File: src/rtl/fetch_ctrl.sv
`default_nettype none
// ============================================================================
// Module      : fetch_ctrl
// Description : Instruction-fetch control stage of the 3-stage RV32I pipeline.
//               Drives the PC register's next value / load enable, issues
//               instruction-memory requests at the current PC, and captures
//               returned instructions into the IF/ID register. At most one
//               memory request is outstanding. Decode stalls park a returned
//               instruction in a one-entry hold buffer; redirects flush.
//
// Ports       : clk, reset          clock, synchronous active-high reset
//               pc                  current PC from the PC register
//               pc_next, pc_en      next PC value and PC load enable
//               imem_req_valid/_ready, imem_addr   request channel
//               imem_rsp_valid, imem_rsp_data      response channel
//               stall               decode cannot accept IF/ID this cycle
//               redirect_valid/_pc  taken branch/jump pulse and target
//               if_valid, if_pc, if_instr          IF/ID register
//               perf_fetched, perf_bubbles         (FETCH_PERF_CNT_EN only)
//
// Options     : `define FETCH_PERF_CNT_EN adds the two 32-bit counters
//               perf_fetched (instructions written into IF/ID) and
//               perf_bubbles (cycles IF/ID written with if_valid=0).
//
// Revision    : 1.0  initial release
// ============================================================================
module fetch_ctrl #(
   parameter int WIDTH       = 32,
   parameter int INSTR_WIDTH = 32
) (
   input  logic                   clk,
   input  logic                   reset,
   input  logic [WIDTH-1:0]       pc,
   output logic [WIDTH-1:0]       pc_next,
   output logic                   pc_en,
   output logic                   imem_req_valid,
   input  logic                   imem_req_ready,
   output logic [WIDTH-1:0]       imem_addr,
   input  logic                   imem_rsp_valid,
   input  logic [INSTR_WIDTH-1:0] imem_rsp_data,
   input  logic                   stall,
   input  logic                   redirect_valid,
   input  logic [WIDTH-1:0]       redirect_pc,
   output logic                   if_valid,
   output logic [WIDTH-1:0]       if_pc,
   output logic [INSTR_WIDTH-1:0] if_instr
`ifdef FETCH_PERF_CNT_EN
   ,
   output logic [31:0]            perf_fetched,
   output logic [31:0]            perf_bubbles
`endif
);

   localparam logic [WIDTH-1:0] c_pc_step = WIDTH'(4);

   typedef enum logic [1:0] {
      S_REQ  = 2'd0,   // free to issue a request at pc
      S_WAIT = 2'd1,   // request outstanding, response wanted
      S_HOLD = 2'd2,   // response parked in hold buffer behind a stall
      S_DROP = 2'd3    // request outstanding, response to be discarded
   } state_t;

   state_t                 r_state;
   logic [WIDTH-1:0]       r_req_pc;
   logic [INSTR_WIDTH-1:0] r_hold_instr;

   logic w_req_valid;
   logic w_accept;
   logic w_deliver;
   logic w_bubble;
   logic w_unused;

   // A redirect suppresses the request in the same cycle so the old-path
   // address never reaches memory.
   assign w_req_valid = !reset && (r_state == S_REQ) && !redirect_valid;
   assign w_accept    = w_req_valid && imem_req_ready;

   // An instruction reaches IF/ID either straight from memory or from the
   // hold buffer; a redirect in the same cycle cancels either source.
   assign w_deliver = !redirect_valid && !stall &&
                      (((r_state == S_WAIT) && imem_rsp_valid) || (r_state == S_HOLD));

   // IF/ID is rewritten with if_valid=0 on a flush, or whenever decode is
   // free and nothing arrives.
   assign w_bubble = redirect_valid || (!stall && !w_deliver);

   assign imem_req_valid = w_req_valid;
   assign imem_addr      = pc;
   assign pc_en          = !reset && (redirect_valid || w_accept);
   assign pc_next        = redirect_valid ? {redirect_pc[WIDTH-1:2], 2'b00}
                                          : pc + c_pc_step;

   // Target offset bits are forced to word alignment and otherwise unused.
   assign w_unused = &{1'b0, redirect_pc[1:0]};

   always_ff @(posedge clk) begin
      if (reset) begin
         r_state      <= S_REQ;
         r_req_pc     <= '0;
         r_hold_instr <= '0;
         if_valid     <= 1'b0;
         if_pc        <= '0;
         if_instr     <= '0;
      end else begin
         // IF/ID register
         if (w_deliver) begin
            if_valid <= 1'b1;
            if_pc    <= r_req_pc;
            if_instr <= (r_state == S_HOLD) ? r_hold_instr : imem_rsp_data;
         end else if (w_bubble) begin
            if_valid <= 1'b0;
         end

         // Fetch sequencing
         case (r_state)
            S_REQ: begin
               if (w_accept) begin
                  r_req_pc <= pc;
                  r_state  <= S_WAIT;
               end
            end
            S_WAIT: begin
               if (imem_rsp_valid) begin
                  if (redirect_valid) begin
                     r_state <= S_REQ;
                  end else if (stall) begin
                     r_hold_instr <= imem_rsp_data;
                     r_state      <= S_HOLD;
                  end else begin
                     r_state <= S_REQ;
                  end
               end else if (redirect_valid) begin
                  r_state <= S_DROP;
               end
            end
            S_HOLD: begin
               if (redirect_valid || !stall) begin
                  r_state <= S_REQ;
               end
            end
            S_DROP: begin
               // A redirect here keeps us in DROP unless the stale response
               // is consumed in this very cycle, which would otherwise leave
               // nothing to wait for.
               if (imem_rsp_valid) begin
                  r_state <= S_REQ;
               end
            end
            default: r_state <= S_REQ;
         endcase
      end
   end

`ifdef FETCH_PERF_CNT_EN
   always_ff @(posedge clk) begin
      if (reset) begin
         perf_fetched <= '0;
         perf_bubbles <= '0;
      end else begin
         if (w_deliver) begin
            perf_fetched <= perf_fetched + 32'd1;
         end
         if (w_bubble) begin
            perf_bubbles <= perf_bubbles + 32'd1;
         end
      end
   end
`endif

endmodule
`default_nettype wire

File: config.mk
export PLATFORM = sky130hd
export DESIGN_NAME = fetch_ctrl
export DESIGN_NICKNAME = d
export VERILOG_FILES = /design/src/rtl/fetch_ctrl.sv
export SDC_FILE = /design/constraint.sdc
export NUM_CORES = 1
export LEC_CHECK = 0
export CAP_MARGIN = 20
export CORE_MARGIN = 2
export CORE_UTILIZATION = 40
export CTS_CLUSTER_SIZE = 12
export DETAILED_ROUTE_END_ITERATION = 10
export GPL_TIMING_DRIVEN = 0
export PLACE_DENSITY = 0.74
export SYNTH_ARGS = -nofsm -noshare
export SYNTH_HDL_FRONTEND = slang
export SYNTH_SLANG_ARGS = --single-unit
export TNS_END_PERCENT = 10
File: constraint.sdc
create_clock -name clk -period 6.6 [get_ports clk]
set_clock_uncertainty 0.05 [all_clocks]
set_input_delay 1.32 -clock clk [delete_from_list [all_inputs] [get_ports clk]]
set_output_delay 1.32 -clock clk [all_outputs]
set_load 0.02 [all_outputs]
==> flow_summary.ini, run 1 <==
[outcome]
status = finished clean

[detailed_routing]
firstDrtPassIters = 5
routedWlPerCell_um = 15.0
avgViaCountPerCell = 5.11
drt_wl_total_um = 18200
ant_nets = 0
via_count = 6210
dr.first_iter.drc_count = 396
drc_errors = 0

[synthesis]
synth_area_per_cell_sq_um = 7.73
syn_inst = 773
synth.cell_area_sq_um = 5970
synth_area_leaders = dfxtp_1 (44%), nand2_1 (14%), a21oi_1 (8.3%)
synth_fp_nets = 876
ys_warn_count = 0
ys_seq_area_share_pct = 43.9
ys_types = 39
yosysTopAreaCell = dfxtp_1
netlist.area_leader.share_pct = 43.9
ys_ff_latch = 131

[floorplan]
fp.coreArea_sq_um = 14600
ios = 233
die_y_um = 126
start_util_pct = 40.9
die_area_sq_um = 15900
num_rows = 44
die_width_um = 126

[cells_and_area]
diodes = 0
drive_gt1_share_pct = 8.04
layout_common_cells = clkdlybuf4s50_1 (227), nand2_1 (218), dfxtp_1 (131)
layout.nets = 1122
ff_latch_area_sq_um = 2620
multi_input_area_sq_um = 2860
fillers = 1311
final_common_cell = clkdlybuf4s50_1
syn_to_final_growth_pct = 52.1

[worst_setup_path]
start_kind = primary input
reg2reg_to = if_pc[19]
worstPathArrival_ps = 4200
cpMostUsedCell = clkdlybuf4s50_1
critPathMaxStageDelay_ps = 690
worst-setup-path-type = primary input to output pin
cp_slowest_cell = clkdlybuf4s50_1
cp.required_ps = 5230
crit_fanout = 10
r2r_cells = 7
reg2reg_from = r_state[0]
endpoint_kind = output pin
worstPathCellList = clkdlybuf4s50_1, nand4_2, or4_4, clkbuf_2, or3_1, a31oi_1, clkdlybuf4s50_1
rrSetupSlack_ps = 4200

[flow_run]
cap_violations = 0

[placed_design]
numPortBuffers = 227
post-place-ws_ps = 1070
hpwl_um = 13400
place_congestion = 0.812

[timing]
maxSlewHeadroom_pct = 47.4
max_freq_ghz = 0.180
fin_crit_ps = 5570
tightest_slew_ps = 789
layout_setup_ws_ps = 1030
rsz0062_at_grt = false
fin_crit_sh_pct = 84.3
maxSlewViolCount = 0
finalHoldViolCount = 0
hold_slack_ps = 396
finalSetupViolations = 0
finalSetupTns_ps = 0

[power_and_ir_drop]
leakagePower_nw = 3.28
p_per_area_nw_per_um2 = 231
ir_worst_vdd_v = 0.000184

[clock_tree]
cts-hold-fix-buffers = 0
tritoncts = done
cts-root-buf = clkbuf_16
clk_path_buf_depth = 2
insertion_delay_ps = 410
htreeDepth = 4
clock_sinks = 131
post_cts_buffers = 0
cts_buffers = 17
cts_resized = 0
path_clk_slew_ps = 60

[min_path]
min_to = if_pc[24]
hold_start = r_req_pc[24]
hold_path_class = flip-flop to flip-flop
whs_path_depth = 2

[grt]
grt.total_usage_pct = 22.8
grt_pass1_vias = 5946
antenna_found_initial = 0
grt.overflow.total = 0
grt_pass1_wl_um = 29500
grt_max_degree = 17
## state kept, by name (all words and copies together), names as in the netlist
name          flops
r_state           2
if_valid          1
if_pc            32
if_instr         32
r_req_pc         32
r_hold_instr     32
## power breakdown
| group | switching [mW] | internal [mW] | total (mW) |
|---|---|---|---|
| clock | 0.336 | 0.615 | 0.950 |
| combinational | 0.169 | 0.165 | 0.334 |
| sequential | 0.00938 | 0.809 | 0.818 |
| total | 0.514 | 1.59 | 2.10 |
## per-layer routing
layer | track usage (%) | vias to the layer above | share of wire (%)
met2 | 37.3 | 217 | 47
met5 | 0 | - | 0
met1 | 30.2 | 2864 | 45
met3 | 4.55 | 28 | 5.6
met4 | 7.30 | 0 | 2.2
li1 | - | 3101 | -
## cells by family after synthesis
logic type / after synthesis / synth area share, %
compound gates: 180 / 17.3
xor+xnor: 14 / 2.05
mux: 33 / 5.55
buf+inv: 94 / 8.17
flops: 131 / 43.9
fa+ha+maj: 1 / 0.209
simple gates: 320 / 22.9
## Yosys cell counts, drive strengths merged
library cell / instances
a211o: 1
a211oi: 33
a21oi: 99
a221o: 1
a311oi: 1
a31oi: 14
and2: 1
and4: 3
buf: 42
clkbuf: 47
dfxtp: 131
ha: 1
inv: 5
mux2: 1
mux2i: 32
nand2: 218
nand2b: 3
nand3: 8
nand3b: 1
nand4: 10
nor2: 50
nor2b: 2
nor3: 4
nor4: 3
o211a: 1
o21ai: 25
o31ai: 5
or2: 1
or3: 9
or4: 7
xnor2: 10
xor2: 4
## layout make-up
cell class / instances / area share, %
Multi-Input combinational cell: 548 / 31.5
Tap cell: 184 / 2.53
Buffer: 89 / 5.16
Timing Repair Buffer: 227 / 25.0
Inverter: 5 / 0.207
Clock buffer: 24 / 5.63
Sequential cell: 131 / 28.9
Clock inverter: 8 / 1.07
## critical path: cells and delay by family
family	cells	cell delay (ps)
AOI/OAI and AO/OA	1	170
buffers and inverters	3	1520
and+or+nand+nor	3	1180
## worst max path at each step
stage	start	end	slack, ps	cells after the start
detailed placement	pc[10]	pc_next[24]	1070	7
finish	pc[10]	pc_next[24]	1030	7
floorplan	reset	pc_en	2010	5
global route	pc[10]	pc_next[26]	910	7
global placement	pc[10]	pc_next[26]	1060	7
CTS	pc[10]	pc_next[26]	1050	7
## per-stage QoR
stage	std cells	total power [mW]	util (%)	instance area, sq um
after global placement	1184	1.17	58.1	8480
after floorplan	773	0.995	-	5970
after global routing	1216	2.18	62.3	9080
after detailed placement	1184	1.17	58.1	8480
after CTS	1216	2.11	62.3	9080
final	1216	2.10	62.3	9080
(Power assumes the default switching activity.)
==> inputs of run 2 (changes only) <==
- PLACE_DENSITY: 0.74 -> 0.77
- clock period: 6.6 -> 4.9 ns (I/O delays scaled with it)
==> run 2 against run 1 <==
Net effect:
- sequential share of layout area about the same
- utilization decreased by 0.077 points
- power increased by 34%
- clock power increased by 33%
- register-to-register slack got worse by 1700 ps
- final area decreased by 0.12%
- flip-flop and latch count unchanged
==> flow_summary.ini, run 2 (same netlist as run 1, synthesis figures left out) <==
[floorplan]
die_y_um = 126
fp.coreArea_sq_um = 14600
die_area_sq_um = 15900
start_util_pct = 40.9
num_rows = 44
ios = 233
die_width_um = 126

[timing]
finalSetupViolations = 0
finalHoldViolCount = 0
rsz0062_at_grt = true
maxSlewViolCount = 0
fin_crit_sh_pct = 98.8
tightest_slew_ps = 788
max_freq_ghz = 0.207
fin_crit_ps = 4840
maxSlewHeadroom_pct = 47.1

[clock_tree]
clk_path_buf_depth = 2
cts_buffers = 17
insertion_delay_ps = 410
clock_sinks = 131
htreeDepth = 4
cts-root-buf = clkbuf_16
path_clk_slew_ps = 60
post_cts_buffers = 0
tritoncts = done

[cells_and_area]
final_area_sq_um = 9070
layout.nets = 1122
diodes = 0
fin_util_pct = 62.2
multi_input_area_sq_um = 2860
final_common_cell = clkdlybuf4s50_1
drive_gt1_share_pct = 7.76
syn_to_final_growth_pct = 51.9
finalNonFillerCells = 1215
fillers = 1324
layout_common_cells = clkdlybuf4s50_1 (220), nand2_1 (218), dfxtp_1 (131)
ff_latch_area_sq_um = 2620

[outcome]
status = finished clean

[placed_design]
dp.cells = 1184
numPortBuffers = 227
placed_area_sq_um = 8480
hpwl_um = 13400
place_congestion = 0.823

[grt]
grt_pass1_wl_um = 29400
antenna_found_initial = 0
grt_max_degree = 17
grt_pass1_vias = 5908
grt.overflow.total = 0
grt.total_usage_pct = 22.9

[detailed_routing]
dr.first_iter.drc_count = 359
drc_errors = 0
firstDrtPassIters = 5
routedWlPerCell_um = 15.2
via_count = 6224
drt_wl_total_um = 18400
avgViaCountPerCell = 5.12
ant_nets = 0

[worst_setup_path]
worst-setup-path-type = primary input to output pin
worstPathArrival_ps = 3810
cp_slowest_cell = clkdlybuf4s50_1
start_kind = primary input
critPathMaxStageDelay_ps = 660
worstPathCellList = clkdlybuf4s50_1, nand4_2, or4_4, buf_2, or3_1, a31oi_1, clkdlybuf4s50_1
rrSetupSlack_ps = 2460
cpMostUsedCell = clkdlybuf4s50_1
cp.required_ps = 3870
endpoint_kind = output pin
crit_fanout = 10

[power_and_ir_drop]
ir_worst_vdd_v = 0.000229
leakagePower_nw = 3.32
switching_share_pct = 24.7
p_comb_share_pct = 16.0
p_per_area_nw_per_um2 = 310
p_seq_share_pct = 39.2
p_switching_uw = 693
p_int_mw = 2.12
pwr-share-clk_pct = 44.8

[flow_run]
cap_violations = 0

[min_path]
hold_path_class = flip-flop to flip-flop
## run 2: path summary, 6_finish.rpt
check,cells past startpoint,startpoint,end
min reg2reg,2,r_req_pc[20],if_pc[20]
max reg2reg,6,r_state[0],if_instr[19]
max,7,pc[10],pc_next[21]
min,2,r_req_pc[20],if_pc[20]
## run 2: stage by stage
stage | setup slack (ps) | power (mW) | hold slack (ps) | setup TNS [ps]
5_1_grt | -13.0 | 2.91 | 415 | -14.4
3_3_place_gp | 48.2 | 1.57 | 387 | 0
4_1_cts | 23.7 | 2.83 | 402 | 0
6_report | 60.6 | 2.81 | 400 | 0
2_1_floorplan | 988 | 1.34 | 382 | 0
3_5_place_dp | -11.4 | 1.57 | 393 | -11.4
## run 2: per-layer routing
| layer | track usage, % | share of wire [%] |
|---|---|---|
| met1 | 28.7 | 43 |
| met2 | 39.0 | 49 |
| met3 | 5.52 | 5.3 |
| met4 | 6.79 | 2.0 |
| met5 | 0 | 0 |
## run 2: worst max-delay path: cells and delay by family
| kind | cells | cell delay (ps) |
|---|---|---|
| compound gates | 1 | 180 |
| buf+inv | 3 | 1510 |
| simple gates | 3 | 1130 |
## run 2: area by class of cell
type,count,share of cell area (%)
multi-input cells,548,31.5
clock buffers,21,4.96
plain buffers,89,5.17
clock inverters,10,1.48
inverters,5,0.207
repair buffers,227,25.2
flip-flops and latches,131,28.9
well taps,184,2.54
## run 2: timing repair
item                       in CTS  in global routing
hold buffers                    0                  0
pin swaps                       0                  0
resized for setup               1                  6
setup endpoints to repair       1                  7
## run 2: power groups by stage
| stage | Combinational, mW | Sequential, mW | Clock, mW |
|---|---|---|---|
| floorplan | 0.204 | 1.14 | 0 |
| global placement | 0.447 | 1.12 | 0 |
| detailed placement | 0.450 | 1.12 | 0 |
| CTS | 0.452 | 1.10 | 1.27 |
| global route | 0.482 | 1.10 | 1.32 |
| finish | 0.449 | 1.10 | 1.26 |
